## config.mk

```make
export PLATFORM = sky130hd
export DESIGN_NAME = gpr_wb_arb_flat
export DESIGN_NICKNAME = d
export VERILOG_FILES = /design/src/rtl/gpr_wb_arb_if.sv /design/src/rtl/gpr_wb_arb.sv /design/src/flat_wrapper.sv
export SDC_FILE = /design/constraint.sdc
export NUM_CORES = 1
export LEC_CHECK = 0
export CAP_MARGIN = 20
export CELL_PAD_IN_SITES_DETAIL_PLACEMENT = 2
export CELL_PAD_IN_SITES_GLOBAL_PLACEMENT = 2
export CORE_MARGIN = 4
export CORE_UTILIZATION = 35
export CTS_CLUSTER_SIZE = 14
export DETAILED_ROUTE_END_ITERATION = 8
export PLACE_DENSITY_LB_ADDON = 0.05
export SYNTH_ARGS = -nofsm -noshare
export SYNTH_HDL_FRONTEND = slang
export SYNTH_SLANG_ARGS = --single-unit
```

## constraint.sdc

```tcl
create_clock -name clk -period 4.77 [get_ports clk]
set_input_delay 0.477 -clock clk [delete_from_list [all_inputs] [get_ports clk]]
set_output_delay 0.477 -clock clk [all_outputs]
set_load 0.05 [all_outputs]
```

## src/rtl/gpr_wb_arb_if.sv

```systemverilog
// Write-back arbiter bus: ALU result port, load result port, decode
// pending-set port, scoreboard vector and the register file write port.
interface gpr_wb_arb_if #(
    parameter int DATA_W = 32,
    parameter int ADDR_W = 5
);
    logic                   alu_valid;
    logic                   alu_ready;
    logic [ADDR_W-1:0]      alu_addr;
    logic [DATA_W-1:0]      alu_data;

    logic                   mem_valid;
    logic                   mem_ready;
    logic [ADDR_W-1:0]      mem_addr;
    logic [DATA_W-1:0]      mem_data;

    logic                   pend_set;
    logic [ADDR_W-1:0]      pend_addr;
    logic [2**ADDR_W-1:0]   pending;

    logic                   gpr_we_;
    logic [ADDR_W-1:0]      gpr_wr_addr;
    logic [DATA_W-1:0]      gpr_wr_data;

    // Arbiter side
    modport slave (
        input  alu_valid, alu_addr, alu_data,
        input  mem_valid, mem_addr, mem_data,
        input  pend_set, pend_addr,
        output alu_ready, mem_ready, pending,
        output gpr_we_, gpr_wr_addr, gpr_wr_data
    );

    // Execute/memory/decode side
    modport master (
        output alu_valid, alu_addr, alu_data,
        output mem_valid, mem_addr, mem_data,
        output pend_set, pend_addr,
        input  alu_ready, mem_ready, pending,
        input  gpr_we_, gpr_wr_addr, gpr_wr_data
    );
endinterface

```

## src/rtl/gpr_wb_arb.sv

```systemverilog
// Write-back arbiter: ALU results win the single register file write port,
// load results queue in a small FIFO, a starvation counter forces a FIFO pop
// after STARVE_MAX consecutive ALU wins, and a scoreboard tracks registers
// that still owe a write.
module gpr_wb_arb #(
    parameter int DATA_W     = 32,
    parameter int ADDR_W     = 5,
    parameter int FIFO_DEPTH = 2,
    parameter int STARVE_MAX = 4
) (
    input  logic         clk,
    input  logic         reset,
    gpr_wb_arb_if.slave  wb
);
    localparam int PTR_W = (FIFO_DEPTH > 1) ? $clog2(FIFO_DEPTH) : 1;
    localparam int CNT_W = PTR_W + 1;
    localparam int STV_W = $clog2(STARVE_MAX + 1);
    localparam logic [CNT_W-1:0] FULL_CNT = CNT_W'(FIFO_DEPTH);
    localparam logic [STV_W-1:0] STV_MAX  = STV_W'(STARVE_MAX);

    logic [ADDR_W-1:0]    fifo_addr_q [FIFO_DEPTH];
    logic [DATA_W-1:0]    fifo_data_q [FIFO_DEPTH];
    logic [PTR_W-1:0]     wr_ptr_q, wr_ptr_d;
    logic [PTR_W-1:0]     rd_ptr_q, rd_ptr_d;
    logic [CNT_W-1:0]     count_q, count_d;
    logic [STV_W-1:0]     starve_q, starve_d;
    logic                 we_n_q, we_n_d;
    logic [ADDR_W-1:0]    addr_q, addr_d;
    logic [DATA_W-1:0]    data_q, data_d;
    logic [2**ADDR_W-1:0] pending_q, pending_d;

    logic                 fifo_empty, fifo_full;
    logic                 alu_acc, push, pop;
    logic                 sel_valid;
    logic [ADDR_W-1:0]    sel_addr;

    assign fifo_empty = (count_q == '0);
    assign fifo_full  = (count_q == FULL_CNT);

    // Ready signals depend on registered state only, never on the valids.
    assign wb.alu_ready = !((starve_q == STV_MAX) && !fifo_empty);
    assign wb.mem_ready = !fifo_full;

    assign alu_acc = wb.alu_valid && wb.alu_ready;
    assign push    = wb.mem_valid && wb.mem_ready;
    assign pop     = !alu_acc && !fifo_empty;

    assign wb.gpr_we_     = we_n_q;
    assign wb.gpr_wr_addr = addr_q;
    assign wb.gpr_wr_data = data_q;
    assign wb.pending     = pending_q;

    // Next-state: write-port selection, FIFO bookkeeping, starvation, scoreboard.
    always_comb begin
        wr_ptr_d  = wr_ptr_q;
        rd_ptr_d  = rd_ptr_q;
        count_d   = count_q;
        starve_d  = starve_q;
        we_n_d    = 1'b1;
        addr_d    = addr_q;
        data_d    = data_q;
        pending_d = pending_q;
        sel_valid = 1'b0;
        sel_addr  = wb.alu_addr;

        if (alu_acc) begin
            we_n_d    = 1'b0;
            addr_d    = wb.alu_addr;
            data_d    = wb.alu_data;
            sel_valid = 1'b1;
            sel_addr  = wb.alu_addr;
        end else if (pop) begin
            we_n_d    = 1'b0;
            addr_d    = fifo_addr_q[rd_ptr_q];
            data_d    = fifo_data_q[rd_ptr_q];
            sel_valid = 1'b1;
            sel_addr  = fifo_addr_q[rd_ptr_q];
            rd_ptr_d  = rd_ptr_q + PTR_W'(1);
        end

        if (push) begin
            wr_ptr_d = wr_ptr_q + PTR_W'(1);
        end

        // A pop does not free a slot for a same-cycle push; mem_ready already
        // reflects that, so push+pop simply leaves occupancy unchanged.
        case ({push, pop})
            2'b10:   count_d = count_q + CNT_W'(1);
            2'b01:   count_d = count_q - CNT_W'(1);
            default: count_d = count_q;
        endcase

        if (pop || fifo_empty) begin
            starve_d = '0;
        end else if (alu_acc && (starve_q != STV_MAX)) begin
            starve_d = starve_q + STV_W'(1);
        end

        // Set after clear so a newer writer stays outstanding.
        if (sel_valid) begin
            pending_d[sel_addr] = 1'b0;
        end
        if (wb.pend_set) begin
            pending_d[wb.pend_addr] = 1'b1;
        end
    end

    // Control and output registers.
    always_ff @(posedge clk or negedge reset) begin
        if (!reset) begin
            wr_ptr_q  <= '0;
            rd_ptr_q  <= '0;
            count_q   <= '0;
            starve_q  <= '0;
            we_n_q    <= 1'b1;
            addr_q    <= '0;
            data_q    <= '0;
            pending_q <= '0;
        end else begin
            wr_ptr_q  <= wr_ptr_d;
            rd_ptr_q  <= rd_ptr_d;
            count_q   <= count_d;
            starve_q  <= starve_d;
            we_n_q    <= we_n_d;
            addr_q    <= addr_d;
            data_q    <= data_d;
            pending_q <= pending_d;
        end
    end

    // FIFO storage; validity is tracked by the pointers, so no reset needed.
    always_ff @(posedge clk) begin
        if (push) begin
            fifo_addr_q[wr_ptr_q] <= wb.mem_addr;
            fifo_data_q[wr_ptr_q] <= wb.mem_data;
        end
    end
endmodule

```

## src/flat_wrapper.sv

```systemverilog
// flat-port wrapper written by rule: the top's interface ports become plain ports
module gpr_wb_arb_flat 
#(
    parameter int DATA_W     = 32,
    parameter int ADDR_W     = 5,
    parameter int FIFO_DEPTH = 2,
    parameter int STARVE_MAX = 4
)
  (clk, reset, wb_alu_valid, wb_alu_addr, wb_alu_data, wb_mem_valid, wb_mem_addr, wb_mem_data, wb_pend_set, wb_pend_addr, wb_alu_ready, wb_mem_ready, wb_pending, wb_gpr_we_, wb_gpr_wr_addr, wb_gpr_wr_data);
  gpr_wb_arb_if #(.DATA_W(DATA_W), .ADDR_W(ADDR_W)) wb_i ();
  input  logic clk;
  input  logic reset;
  input wire logic [$bits(wb_i.alu_valid)-1:0] wb_alu_valid;
  input wire logic [$bits(wb_i.alu_addr)-1:0] wb_alu_addr;
  input wire logic [$bits(wb_i.alu_data)-1:0] wb_alu_data;
  input wire logic [$bits(wb_i.mem_valid)-1:0] wb_mem_valid;
  input wire logic [$bits(wb_i.mem_addr)-1:0] wb_mem_addr;
  input wire logic [$bits(wb_i.mem_data)-1:0] wb_mem_data;
  input wire logic [$bits(wb_i.pend_set)-1:0] wb_pend_set;
  input wire logic [$bits(wb_i.pend_addr)-1:0] wb_pend_addr;
  output wire logic [$bits(wb_i.alu_ready)-1:0] wb_alu_ready;
  output wire logic [$bits(wb_i.mem_ready)-1:0] wb_mem_ready;
  output wire logic [$bits(wb_i.pending)-1:0] wb_pending;
  output wire logic [$bits(wb_i.gpr_we_)-1:0] wb_gpr_we_;
  output wire logic [$bits(wb_i.gpr_wr_addr)-1:0] wb_gpr_wr_addr;
  output wire logic [$bits(wb_i.gpr_wr_data)-1:0] wb_gpr_wr_data;
  assign wb_i.alu_valid = wb_alu_valid;
  assign wb_i.alu_addr = wb_alu_addr;
  assign wb_i.alu_data = wb_alu_data;
  assign wb_i.mem_valid = wb_mem_valid;
  assign wb_i.mem_addr = wb_mem_addr;
  assign wb_i.mem_data = wb_mem_data;
  assign wb_i.pend_set = wb_pend_set;
  assign wb_i.pend_addr = wb_pend_addr;
  assign wb_alu_ready = wb_i.alu_ready;
  assign wb_mem_ready = wb_i.mem_ready;
  assign wb_pending = wb_i.pending;
  assign wb_gpr_we_ = wb_i.gpr_we_;
  assign wb_gpr_wr_addr = wb_i.gpr_wr_addr;
  assign wb_gpr_wr_data = wb_i.gpr_wr_data;
  gpr_wb_arb #(.DATA_W(DATA_W), .ADDR_W(ADDR_W), .FIFO_DEPTH(FIFO_DEPTH), .STARVE_MAX(STARVE_MAX)) u_core (.clk(clk), .reset(reset), .wb(wb_i));
endmodule
```

==> Word level (Yosys, flattened, before mapping) <==
Memory sizes are Yosys's and may differ from the RTL's.
Index checks and enable logic that the tools add are counted.
{ "totals": {"out_inout_bits": 72, "reg_bits": 77, "inputBits": 84, "ram_bits": 74, "latch_bits": 0, "mem_bits_ro": 0, "mem_count": 2, "elab_cells": 66} }
{ "op_classes": {"n_bitwise": 4, "n_addsub": 5, "n_reduce_logical": 17, "magnitude_cmp": 4, "mul": 0, "n_eq_ne": 5, "mux": 21, "n_div": 0, "shifts": 0} }
{ "memory_table": {"columns": ["name", "depth", "word_bits", "read_ports", "rd_ports_with_merged_regs", "wr", "line_no", "text"], "rows": [
  ["u_core.fifo_data_q", 2, 32, 1, 0, 1, "gpr_wb_arb.sv:22", "logic [DATA_W-1:0] fifo_data_q [FIFO_DEPTH];"],
  ["u_core.fifo_addr_q", 2, 5, 1, 0, 1, "gpr_wb_arb.sv:21", "logic [ADDR_W-1:0] fifo_addr_q [FIFO_DEPTH];"]
]} }
{ "ops": {"columns": ["operator", "count"], "rows": [
  ["32-bit 2-to-1 mux", 4],
  ["32-bit AND", 1],
  ["32-bit inverter", 1],
  ["32-bit bitwise OR", 1],
  ["5-bit 2-to-1 mux", 4],
  ["5-bit by 6-bit < comparator with 1-bit output, second input constant", 2],
  ["1-bit demux with 5-bit select", 2],
  ["5-bit by 1-bit greater-or-equal comparator with 1-bit output, second input constant", 2],
  ["1-bit 2-to-1 mux", 8],
  ["1-bit logical AND", 7],
  ["3-bit 2-to-1 mux", 2],
  ["2-bit nonzero test", 3],
  ["2-bit equality test, second input constant", 2],
  ["1-bit logical NOT", 4],
  ["2-bit one-hot mux with 2 select lines", 1],
  ["3-bit by 1-bit adder with 3-bit output, second input constant", 1],
  ["3-bit equality test, second input constant", 1],
  ["3-bit inequality test, second input constant", 1],
  ["1-bit adder, second input constant", 2],
  ["2-bit by 1-bit adder with 2-bit output, second input constant", 1],
  ["2-bit by 1-bit equality test with 1-bit output, second input constant", 1],
  ["2-bit logical NOT", 1],
  ["2-bit AND reduction", 1],
  ["2-bit by 1-bit subtractor with 2-bit output, second input constant", 1],
  ["other kinds (2)", 2]
]} }

==> Depth between registers and ports, before layout <==
Gate-level depths: netlist (run 1).
{ "depth": {"depth_word": 18, "mapped_depth": 10, "depth_no_buf": 9} }

==> Least setup slack after synthesis (run 1) <==
OpenSTA, ideal clock, no wires.
{ "synth_path": {"kind": "reg-to-reg", "start": "reg u_core.count_q[0]", "end": "mem u_core.fifo_addr_q[0][0], enable pin", "arrival_ns": 2.660, "path_buffers": 0, "setup_slack_ns": 1.679, "stages_incl_launch_ff": 4, "synth_period_minus_slack_ns": 3.091, "required_ns": 4.339, "setup_ns": 0.431, "path_cell_list": "dfrtp_1 nand2b_1 nand2_1 nor2_1"} }
{ "synth_via": {"elab_chain_cells": 5} }
{ "synth_rtl": {"columns": ["item", "line_no", "text"], "rows": [
  ["start, declared", "gpr_wb_arb.sv:25", "logic [CNT_W-1:0] count_q, count_d;"],
  ["start signal, assigned", "gpr_wb_arb.sv:122", "count_q <= count_d;"],
  ["2-bit equality test", "gpr_wb_arb.sv:38", "assign fifo_full = (count_q == FULL_CNT);"],
  ["1-bit logical NOT", "gpr_wb_arb.sv:42", "assign wb.mem_ready = !fifo_full;"],
  ["via wb_mem_ready", "flat_wrapper.sv:22", "output wire logic [$bits(wb_i.mem_ready)-1:0] wb_mem_ready;"],
  ["1-bit logical AND", "gpr_wb_arb.sv:45", "assign push = wb.mem_valid && wb.mem_ready;"],
  ["1-bit 2-to-1 mux", "gpr_wb_arb.sv:133", "if (push) begin"],
  ["1-bit 2-to-1 mux (not written as such)", "gpr_wb_arb.sv:134", "fifo_addr_q[wr_ptr_q] <= wb.mem_addr;"],
  ["end, declared", "gpr_wb_arb.sv:21", null]
]} }
The timed path passes the listed nets, and every way through them passes these cells.

==> Worst setup path in the final report (run 1) <==
{ "layout_path": {"start": "reg u_core.count_q[0]", "end": "out wb_alu_ready"} }
{ "layout_via": {"elab_chain_cells": 4} }
{ "layout_rtl": {"columns": ["item", "line_no", "text"], "rows": [
  ["2-bit logical NOT", "gpr_wb_arb.sv:37", "assign fifo_empty = (count_q == '0);"],
  ["1-bit logical NOT", "gpr_wb_arb.sv:41", "assign wb.alu_ready = !((starve_q == STV_MAX) && !fifo_empty);"],
  ["1-bit logical AND", "gpr_wb_arb.sv:41", null],
  ["1-bit logical NOT", "gpr_wb_arb.sv:41", null],
  ["end, declared", "flat_wrapper.sv:21", "output wire logic [$bits(wb_i.alu_ready)-1:0] wb_alu_ready;"]
]} }
No other way between the ends.

==> run summary, run 1 <==
The tool flagged a number of max-cap violations equal to 0. The startpoint type of the worst setup path is a flip-flop. The initial antenna violation count came to 1. After global routing the overflow that remains totals 0. With fillers left out, the area of the finished cells amounts to 8860 sq um. The final count of hold timing violations came to 0. Summed over all nets, the half-perimeter wirelength after detailed placement is ~13 mm. The clock period could shrink to approximately 2900 ps. Among all flip-flop cells after synthesis, the most frequent one is sky130_fd_sc_hd__dfrtp_1. Setup total negative slack on the finished layout was measured at 0 ps. The number of buffers added to fix hold violations after cts is 0. The number of detailed-route iterations in the first pass is 5. The total via count after detailed routing is 4,880. The number of library cell types mapped by synthesis came out at 44.

The startpoint identified for the worst register-to-register timing path is u_core.count_q[0]. The tightest slew margin relative to the limit is 0.320. The critical register-to-register path endpoint is u_core.count_q[1]. At the end of the flow, the number of nets in the layout was between 700 and 800. The synthesized design spends more area on one cell type than any other, namely sky130_fd_sc_hd__edfxtp_1. The flow ran to the end, and the final reports show no timing, DRC or antenna violations. The synthesized flop and latch total came out at ~150. The cell area that synthesis handed to floorplanning was around 6500 sq um. The synthesized area per cell is ~13 sq um. The worst reg-to-reg setup slack came out at approximately 2200 ps. The kind of end point of the critical path is an output port. The first global-routing pass estimated 31.2 mm of wire. Hold timing on the final database bottoms out at a slack of approximately 500 ps. The height of the die is between 100 and 150 um.

The met1 layer usage reported by global route is 0.235. The number of buffers added by the clock tree synthesis step is 17. The clock tree from TritonCTS is done. The number of placement rows came out at 49. The worst register-to-register path has a depth of 6. The synthesized netlist cell count came out at approximately 500.

The library cell used most frequently in the layout, excluding fill and tap cells, is sky130_fd_sc_hd__clkdlybuf4s50_1. The met2 layer usage reported by global route is 0.341. The placed instances occupy a cell area of between 8000 and 9000 sq um. For the pin with the worst max-slew slack, the measured transition is between 1000 and 1500 ps. The final setup violation count is 0.

The maximum clock rate is approximately 0.35 GHz. Once layout is complete, the utilization of the core stands at 0.488. For this run, global-route usage on met3 was measured as 0.0519.

The post-CTS clock slew at the launch and capture registers of the worst setup and hold paths is about 60 ps. Clock latency on the worst-skew pair, taken at its later pin, is around 420 ps. met2 is the most crowded layer. The library cells used most frequently in the layout, excluding fill and tap cells, are sky130_fd_sc_hd__clkdlybuf4s50_1 (154), sky130_fd_sc_hd__dfrtp_1 (75), sky130_fd_sc_hd__edfxtp_1 (74). Setup repair after global routing left no endpoint under its margin. The H-tree was split into 4 levels. The count of yosys warnings during synthesis is 0. The per-cell via count in the routed design is 5.42. The number of global-route vias before repair came out at about 5,600.

Yosys mapped a number of flops with a built-in enable equal to 74. Entering global routing, the biggest net connects just under 80 pins. From synthesis to final layout, the design area changed by 36.1%. Input and output buffers added on the ports amount to around 160. After synthesis, the cell types taking the most area are sky130_fd_sc_hd__edfxtp_1 (34%), sky130_fd_sc_hd__dfrtp_1 (29%), sky130_fd_sc_hd__a221o_1 (5.7%), sky130_fd_sc_hd__mux2i_1 (5.7%), sky130_fd_sc_hd__o211ai_1 (3.9%).

The power density over the cells came out at just under 600 nW/um^2. The initial utilization of the core area, before any placement, comes to 0.359. The post-CTS setup repair buffer count is 0. The initial DRC count came out at around 200. Post-CTS repair changed the size of 0 cells. The register area share after synthesis came out at 0.637.

The post-route clock period utilization came out at 0.600. The number of slew-limit violations in the final report was 0. The chip width is around 140 um. No sink is reached through more buffers than the 2 on the longest clock path. STA puts the critical path data required time at 4290 ps.

The placer congestion estimate came out at 0.793. The worst setup skew after layout is between 15 and 20 ps. The overall die area came out at 20,800 sq um. The tightest min-delay check is of the primary input to asynchronous set/reset pin type. The area share of the largest cell type after synthesis is 0.341. The leakage power figure came out at between 0.003 and 0.004 uW. The arrival time reported for the critical path endpoint came out at 2390 ps. The fraction of final layout cells sized beyond drive strength 1 came out at 0.0701. The net count of the mapped netlist came out at 593. VDD sags by at most about 0.29 mV. The clock root buffer is sky130_fd_sc_hd__clkbuf_16. The per-cell routed wire length is around 22 um. The number of clock sinks is between 150 and 200. The critical path is of the flip-flop to output port type.

The total core area came out at approximately 18,000 sq um. The largest fanout on the critical path is 19. The aggregate global-route resource usage came out at 0.196. The total wirelength of the detailed-routed design is between 15 and 20 mm. The detail route stage leaves a number of antenna-violating nets equal to 0.

The number of top-level design ports is 156. The async set or reset register ratio after synthesis came out at 0.510. The post-route DRC violation count came out at 0.
==> cells in the mapped netlist, drive strengths merged (5+ instances only) <==
library cell and number:
a221o 37, clkbuf 9, mux2i 37, o211ai 34
nand2 28, inv 37, nor2 45, nand4 5
edfxtp 74, dfrtp 76, and3 6, nand3 25
nor4bb 6, buf 21, o21ai 11, a32oi 8
==> how the worst max path moves through the flow <==
stage / cells past startpoint / startpoint / endpoint / slack [ps]
floorplan: 3 / u_core.count_q[0] / u_core.fifo_addr_q[0][0] / 1680
global placement: 7 / wb_alu_valid / u_core.count_q[1] / 1920
detailed placement: 7 / wb_alu_valid / u_core.count_q[1] / 1840
CTS: 3 / u_core.count_q[0] / wb_alu_ready / 1870
global route: 3 / u_core.count_q[0] / wb_alu_ready / 1770
finish: 3 / u_core.count_q[0] / wb_alu_ready / 1910
==> final cells by class <==
class / count / area, sq um
fillers: 1780 / 9290
flip-flops and latches: 151 / 4150
multi-input cells: 288 / 2060
repair buffers: 162 / 1620
clock buffers: 22 / 474
well taps: 229 / 287
inverters: 37 / 139
clock inverters: 10 / 119
diodes: 2 / 5.00
==> per-layer routing <==
| metal | vias up | routed length, um |
|---|---|---|
| li1 | 2215 | - |
| met1 | 2509 | 8120 |
| met2 | 133 | 10300 |
| met3 | 23 | 1010 |
| met4 | 0 | 360 |
| met5 | - | 0 |
==> worst max-delay path: stages (launching register included) <==
cell and delay (ps):
sky130_fd_sc_hd__dfrtp_1 430, sky130_fd_sc_hd__or2_1 510, sky130_fd_sc_hd__nand3_2 200, sky130_fd_sc_hd__clkdlybuf4s50_1 830
==> cells by family after synthesis <==
logic type,share of synthesized area
muxes,0.0603
buffers and inverters,0.0484
and+or+nand+nor,0.109
DFF,0.637
AOI/OAI and AO/OA,0.131
adders and majority gates,0.00577
xor gates and xnor gates,0.00807
==> report_power, final <==
group	leakage (uW)	switching, uW	internal (uW)
sequential	0.00152	203	1730
combinational	0.00182	1290	695
clock	0.000285	539	816
==> through the flow <==
stage	instances	power, uW	setup slack [ps]
floorplan	506	3240	1680
global placement	865	3870	1920
detailed placement	865	3950	1840
CTS	897	5330	1870
global route	900	5550	1770
finish	901	5270	1910
==> flip-flops by register name, indices dropped and copies added, names as in the netlist, 2 cells and up <==
name,flops
u_core.wb.gpr_wr_data,32
u_core.fifo_addr_q,10
u_core.wb.pending,32
u_core.wb.gpr_wr_addr,5
u_core.count_q,2
u_core.fifo_data_q,64
u_core.starve_q,3
(Power assumes the default switching activity.)
==> inputs of run 2 (changes only) <==
--- a/config.mk
+++ b/config.mk
@@ -9,7 +9,7 @@
 export CELL_PAD_IN_SITES_DETAIL_PLACEMENT = 2
 export CELL_PAD_IN_SITES_GLOBAL_PLACEMENT = 2
 export CORE_MARGIN = 4
-export CORE_UTILIZATION = 35
+export CORE_UTILIZATION = 30
 export CTS_CLUSTER_SIZE = 14
 export DETAILED_ROUTE_END_ITERATION = 8
 export PLACE_DENSITY_LB_ADDON = 0.05
==> constraint.sdc (replaced) <==
create_clock -name clk -period 2.4 [get_ports clk]
set_input_delay 0.24 -clock clk [delete_from_list [all_inputs] [get_ports clk]]
set_output_delay 0.24 -clock clk [all_outputs]
set_load 0.05 [all_outputs]
==> run 2 against run 1 <==
Against the previous run: global-route usage decreased by 2.1 points; clock skew decreased by 6.1 ps; first-iteration DRC count decreased by 3.0%; critical path depth decreased by 1; critical endpoint is now wb_mem_ready; utilization decreased by 5.8 points; sequential share of layout area decreased by 1.2 points; sequential power increased by 100%; clock power increased by 110%; worst setup slack got worse by 1600 ps; largest power group unchanged; worst hold slack got worse by 180 ps.
==> run summary, run 2 (synthesized netlist as in run 1, its figures left out) <==
The final global-route overflow total is 0 (unchanged). The number of routed nets with antenna violations is 0 (unchanged). Top library cells by usage in the layout, fill and taps aside: sky130_fd_sc_hd__clkdlybuf4s50_1 (153), sky130_fd_sc_hd__dfrtp_1 (75), sky130_fd_sc_hd__edfxtp_1 (74) (was sky130_fd_sc_hd__clkdlybuf4s50_1 (154), sky130_fd_sc_hd__dfrtp_1 (75), sky130_fd_sc_hd__edfxtp_1 (74)). The post-CTS setup repair buffer count was 0 (unchanged). The number of detailed-route iterations in the first pass came out at 7 (was 5). Setup repair after global routing missed its margin: false (unchanged). The overall die area is 24,100 sq um (was 20,800 sq um). The power density over the cells came out at 1180 nW/um^2 (was 594 nW/um^2). The transition time at the pin with the least slew margin is 639 ps (was 1020 ps). The worst-case clock buffer depth is 2 (unchanged). The post-route clock period utilization came out at 0.884. The flip-flop count of the largest register, all copies and words added came to 64 (unchanged). The chip width is 155 um (was 144 um). The total of max-cap violations came to 0 (unchanged). The deepest level of the CTS H-tree is 4 (unchanged). The number of clock sinks is 151 (unchanged).

The maximum VDD drop was 0.551 mV (was 0.295 mV). The leakage power figure came out at 0.00372 uW (was 0.00362 uW). The most frequent standard cell in the layout excluding fill and tap cells was sky130_fd_sc_hd__clkdlybuf4s50_1 (unchanged).

The register with the most flip-flops was u_core.fifo_data_q (unchanged). The per-cell routed wire length came to 21.3 um (was 22.0 um). The number of port buffers came out at 155 (unchanged). The number of nets in the layout was 760 (was 744). The total via count after detailed routing is 4,925 (was 4,880).

The number of slew-limit violations in the final report is 0 (unchanged). The aggregate global-route resource usage was 0.174 (was 0.196). The setup TNS came out at 0 ps (unchanged). Status: finished clean (unchanged). The initial core utilization came to 0.308 (was 0.359). The number of top-level design ports came out at 156 (unchanged).

The kind of critical path was flip-flop to output port (unchanged). The kind of end point of the critical path was an output port (unchanged). The post-route DRC violation count is 0 (unchanged).

Timing would allow up to between 0.4 and 0.5 GHz. The number of placed instances with taps included is 928 (was 865). The largest net degree at the start of global routing was 39 (was 78). The tightest slew margin relative to the limit is 0.572 (was 0.320). The initial antenna violation count is 2 (was 1).

The antenna cell count is 0 (was 2). The non-filler instance count after layout is 961 (was 901). The first-pass GRT wire length is 32.4 mm (was 31.2 mm). The post-CTS clock slew at the launch and capture registers of the worst setup and hold paths came out at 70 ps (was 60 ps). For the finished layout, the period the worst path requires is 2120 ps. The final setup violation count came out at 0 (unchanged). The fraction of final layout cells sized beyond drive strength 1 came out at 0.0948 (was 0.0701). The number of placement rows came out at 53 (was 49). The startpoint type of the worst setup path was a flip-flop (unchanged). The initial DRC count came to 192 (was 198). The total core area is 21,200 sq um (was 18,100 sq um). The half-perimeter wire length after detailed placement was 14.5 mm (was 13.3 mm). The final count of hold timing violations came out at 0 (unchanged). The filler cell count in the final layout came to 2,125 (was 1,780). The post-detailed-placement cell area was 8480 sq um (was 8230 sq um). The number of global-route vias before repair came out at 5,567 (was 5,591).

The endpoint required time on the critical path is 2160 ps (was 4290 ps). The later-pin clock latency in the skew report was 420 ps (about the same). The largest fanout on the critical path is 5 (was 19).

The arrival time reported for the critical path endpoint came out at 1880 ps (was 2390 ps). The number of buffers added by the clock tree synthesis step is 17 (unchanged). The classification of the worst-slack hold path was primary input to asynchronous set/reset pin (unchanged). The placer congestion estimate was 0.773 (was 0.793). The height of the die was 155 um (was 144 um). The per-cell via count in the routed design is 5.12 (was 5.42). The layout overhead on the synthesized area is 39.8% (was 36.1%). The worst setup skew after layout is 10.3 ps (was 16.4 ps). The total non-filler cell area in the finished layout is 9100 sq um (was 8860 sq um). The clock root buffer is sky130_fd_sc_hd__clkbuf_16 (unchanged). The post-layout total power is 10,800 uW (was 5270 uW). The total wirelength of the detailed-routed design came out at 20.5 mm (was 19.8 mm).

The clock tree from TritonCTS was done (unchanged).
run 2: cell types whose count changed in the layout (fill, tap and decap cells not counted), sizes merged:
cell           before  now
clkinvlp            2    4
clkbuf             22   18
clkdlybuf4s50     154  153
diode               2    0
buf                 7   24
bufinv              2    3
clkinv              4    3
inv                39   41
run 2: area by class of cell:
type	instances	area, sq um	share of cell area
tap	275	344	0.0378
sequential	151	4150	0.456
clock buffer	18	439	0.0482
multi-input combinational	288	2060	0.227
inverter	37	139	0.0153
timing repair buffer	178	1800	0.197
clock inverter	14	171	0.0188
run 2: per-stage QoR:
| step | hold slack [ps] | worst slack, ps | util |
|---|---|---|---|
| 2_1_floorplan | -55.6 | 88.6 | - |
| 3_3_place_gp | 235 | 370 | 0.401 |
| 3_5_place_dp | 247 | 280 | 0.401 |
| 4_1_cts | 333 | 233 | 0.430 |
| 5_1_grt | 361 | 207 | 0.430 |
| 6_report | 322 | 278 | 0.430 |
run 2: where the power goes:
group	internal, uW	switching, uW	leakage [uW]	total [uW]
clock network	1670	1110	0.000285	2780
logic	1550	2580	0.00192	4130
registers	3420	447	0.00152	3870
run 2: final timing paths:
| check | start | endpoint | slack (ps) | cells past startpoint |
|---|---|---|---|---|
| setup / recovery | u_core.count_q[0] | wb_mem_ready | 280 | 2 |
| min in group clk | wb_mem_data[6] | u_core.fifo_data_q[0][6] | 400 | 1 |
| setup reg to reg | u_core.rd_ptr_q | u_core.wb.pending[23] | 430 | 5 |
| hold reg to reg | u_core.count_q[1] | u_core.count_q[1] | 520 | 1 |
| hold / removal | reset | u_core.wb.pending[17] | 320 | 2 |
| max in group asynchronous | reset | u_core.wb.gpr_we_ | 1390 | 3 |
run 2: metal layers:
metal	GRT usage	wire [um]	vias to the layer above
met5	0	26	-
met4	0.0496	261	4
met3	0.0459	985	20
met2	0.305	10400	122
met1	0.212	8760	2539
li1	-	-	2240
run 2: repair_timing:
item	CTS	global route
hold buffers	1	0
gates resized for setup	0	0
hold endpoints to repair	30	0
setup endpoints to repair	0	0
run 2: critical path, cell delays in order, from the launching register on:
cell	delay, ps
sky130_fd_sc_hd__dfrtp_1	430
sky130_fd_sc_hd__nand2b_1	180
sky130_fd_sc_hd__clkdlybuf4s50_1	850
==> inputs of run 3 (changes only) <==
--- a/config.mk
+++ b/config.mk
@@ -9,7 +9,8 @@
 export CELL_PAD_IN_SITES_DETAIL_PLACEMENT = 2
 export CELL_PAD_IN_SITES_GLOBAL_PLACEMENT = 2
 export CORE_MARGIN = 4
-export CORE_UTILIZATION = 30
+export CORE_UTILIZATION = 31
+export CTS_BUF_LIST = sky130_fd_sc_hd__clkbuf_8
 export CTS_CLUSTER_SIZE = 14
 export DETAILED_ROUTE_END_ITERATION = 8
 export PLACE_DENSITY_LB_ADDON = 0.05
==> run 3 against run 2 <==
Against the previous run: sequential power about the same; first-iteration DRC count increased by 5.7%; highest routed layer is now met4; design area decreased by 2.6%; via count decreased by 0.51%; die area decreased by 3.1%; sequential cell count unchanged; non-clock buffer count decreased by 3; worst hold slack improved by 26 ps; worst setup slack got worse by 36 ps; sequential share of layout area increased by 1.2 points.
==> run summary, run 3 (synthesized netlist as in run 1, its figures left out) <==
The start point of the critical path is u_core.count_q[0] (unchanged). The number of buffers added by the clock tree synthesis step is 17 (unchanged). The worst-case clock buffer depth is 2 (unchanged). The number of nets in the layout is 757 (was 760). The initial DRC count is 203 (was 192). The power share of the combinational group is 0.400 (was 0.383). The power density over the cells came out at 1140 nW/um^2 (was 1180 nW/um^2).

The power spent charging and discharging nets came to 4100 uW (was 4140 uW). The post-CTS setup repair buffer count came out at 0 (unchanged). The number of top-level design ports is 156 (unchanged). The worst setup skew after layout came out at 18.1 ps (was 10.3 ps). The height of the die came to 153 um (was 155 um). The half-perimeter wire length after detailed placement came out at 14.4 mm (was 14.5 mm). The clock tree from TritonCTS is done (unchanged).

The arrival time reported for the critical path endpoint came out at 1920 ps (was 1880 ps). The clock root buffer is sky130_fd_sc_hd__clkbuf_8 (was sky130_fd_sc_hd__clkbuf_16). The layout overhead on the synthesized area is 36.1% (was 39.8%).

The aggregate global-route resource usage is 0.176 (was 0.174). The number of port buffers came out at 155 (unchanged). The number of routed nets with antenna violations is 0 (unchanged).

The number of detailed-route iterations in the first pass is 6 (was 7). The final global-route overflow total came out at 0 (unchanged). The final setup violation count is 0 (unchanged). The deepest level of the CTS H-tree was 4 (unchanged). Setup repair after global routing missed its margin: false (unchanged). Top library cells by usage in the layout, fill and taps aside: sky130_fd_sc_hd__clkdlybuf4s50_1 (153), sky130_fd_sc_hd__dfrtp_1 (75), sky130_fd_sc_hd__edfxtp_1 (74) (unchanged). The later-pin clock latency in the skew report is 460 ps (was 420 ps).

The register share of total power was 0.383 (was 0.359). The tightest slew margin relative to the limit came out at 0.378 (was 0.572). The startpoint type of the worst setup path is a flip-flop (unchanged). The time the worst path needs with I/O delays and setup came out at 2160 ps (was 2120 ps).

The critical path endpoint is wb_mem_ready (unchanged). The number of placement rows was 52 (was 53). The post-CTS clock slew at the launch and capture registers of the worst setup and hold paths came out at 90 ps (was 70 ps). The transition time at the pin with the least slew margin was 933 ps (was 639 ps).

The pre-CTS worst setup slack came to 267 ps (was 280 ps). The register with the most flip-flops is u_core.fifo_data_q (unchanged). The largest net degree at the start of global routing came out at 45 (was 39). Status: finished clean (unchanged). The post-route clock period utilization was 0.899 (was 0.884).

The endpoint required time on the critical path is 2160 ps (about the same). The maximum clock rate is 0.463 GHz (was 0.471 GHz). The leakage power figure came out at 0.00362 uW (was 0.00372 uW). The per-cell routed wire length came out at 21.2 um (was 21.3 um).

The number of global-route vias before repair is 5,716 (was 5,567). The most frequent standard cell in the layout excluding fill and tap cells is sky130_fd_sc_hd__clkdlybuf4s50_1 (unchanged). The number of clock sinks is 151 (unchanged).

The initial antenna violation count came to 0 (was 2). The first-pass GRT wire length came out at 32.7 mm (was 32.4 mm). The total wirelength of the detailed-routed design is 20.3 mm (was 20.5 mm). The startpoint of the most critical register-to-register path was u_core.count_q[0] (was u_core.rd_ptr_q).

The kind of end point of the critical path is an output port (unchanged). The post-cts repair resize count is 0 (unchanged). The final worst setup slack came to 242 ps (was 278 ps). The total core area is 20,400 sq um (was 21,200 sq um). The number of slew-limit violations in the final report came out at 0 (unchanged). The initial core utilization was 0.319 (was 0.308). The fraction of power spent switching nets is 0.405 (was 0.384). The classification of the worst-slack hold path is primary input to asynchronous set/reset pin (unchanged). The largest fanout on the critical path came out at 5 (unchanged). The flip-flop count of the largest register, all copies and words added came out at 64 (unchanged). The total via count after detailed routing is 4,900 (was 4,925). The critical register-to-register path endpoint is u_core.wb.gpr_wr_data[7] (was u_core.wb.pending[23]).

The fraction of final layout cells sized beyond drive strength 1 came to 0.0922 (was 0.0948). The maximum VDD drop is 0.426 mV (was 0.551 mV). The per-cell via count in the routed design is 5.14 (was 5.12). The setup TNS is 0 ps (unchanged). The total of max-cap violations came out at 0 (unchanged).

The worst reg-to-reg setup slack was 370 ps (was 430 ps). The kind of critical path was flip-flop to output port (unchanged). The final count of hold timing violations came to 0 (unchanged).

The overall die area is 23,400 sq um (was 24,100 sq um). The number of buffers added to fix hold violations after cts came out at 1 (unchanged). The chip width was 153 um (was 155 um). The internal power component is 6010 uW (was 6640 uW). The post-route DRC violation count came out at 0 (unchanged). The length in cells of the worst reg-to-reg path came out at 4 (was 5).

The clock share of power came out at 0.217 (was 0.258). The placer congestion estimate is 0.760 (was 0.773).
-- run 3: worst min path at each step --
stage / startpoint / end / cells past startpoint
after detailed placement: reset / u_core.wb.pending[25] / 1
final: reset / u_core.wb.pending[25] / 2
after global placement: reset / u_core.wb.pending[26] / 1
after global routing: wb_mem_data[15] / u_core.fifo_data_q[1][15] / 1
after floorplan: reset / u_core.count_q[0] / 0
after CTS: wb_mem_data[8] / u_core.fifo_data_q[0][8] / 1
-- run 3: power groups by stage --
stage	logic (uW)	clock network [uW]	registers [uW]
finish	4040	2190	3870
global route	4320	2380	3960
CTS	4120	2260	3880
detailed placement	4110	0	3920
global placement	4010	0	3880
floorplan	1610	0	4830
-- run 3: worst max-delay path, stage by stage (launching register included) --
cell,delay [ps]
sky130_fd_sc_hd__dfrtp_1,440
sky130_fd_sc_hd__nand2b_1,180
sky130_fd_sc_hd__clkdlybuf4s50_1,860
-- run 3: cell type report --
cell class	count	area, sq um
fill	2078	11600
sequential	151	4150
multi-input combinational	288	2060
timing repair buffer	175	1740
tap	270	338
clock buffer	18	248
clock inverter	14	186
inverter	37	139
antenna	1	2.50
-- run 3: per-stage QoR --
stage,utilization,area (sq um),total power [uW],hold WS (ps),cells
after floorplan,-,6520,6440,-55.6,506
after global placement,0.412,8420,7890,299,920
after detailed placement,0.412,8420,8030,309,920
after CTS,0.434,8860,10300,330,953
after global routing,0.434,8860,10700,333,953
final,0.434,8860,10100,348,954
-- run 3: per-layer routing --
metal / global-route usage / vias up / part of all wire
met5: 0 / - / 0
met4: 0.0488 / 0 / 0.014
met3: 0.0376 / 24 / 0.036
met2: 0.319 / 121 / 0.52
met1: 0.212 / 2519 / 0.43
li1: - / 2236 / -
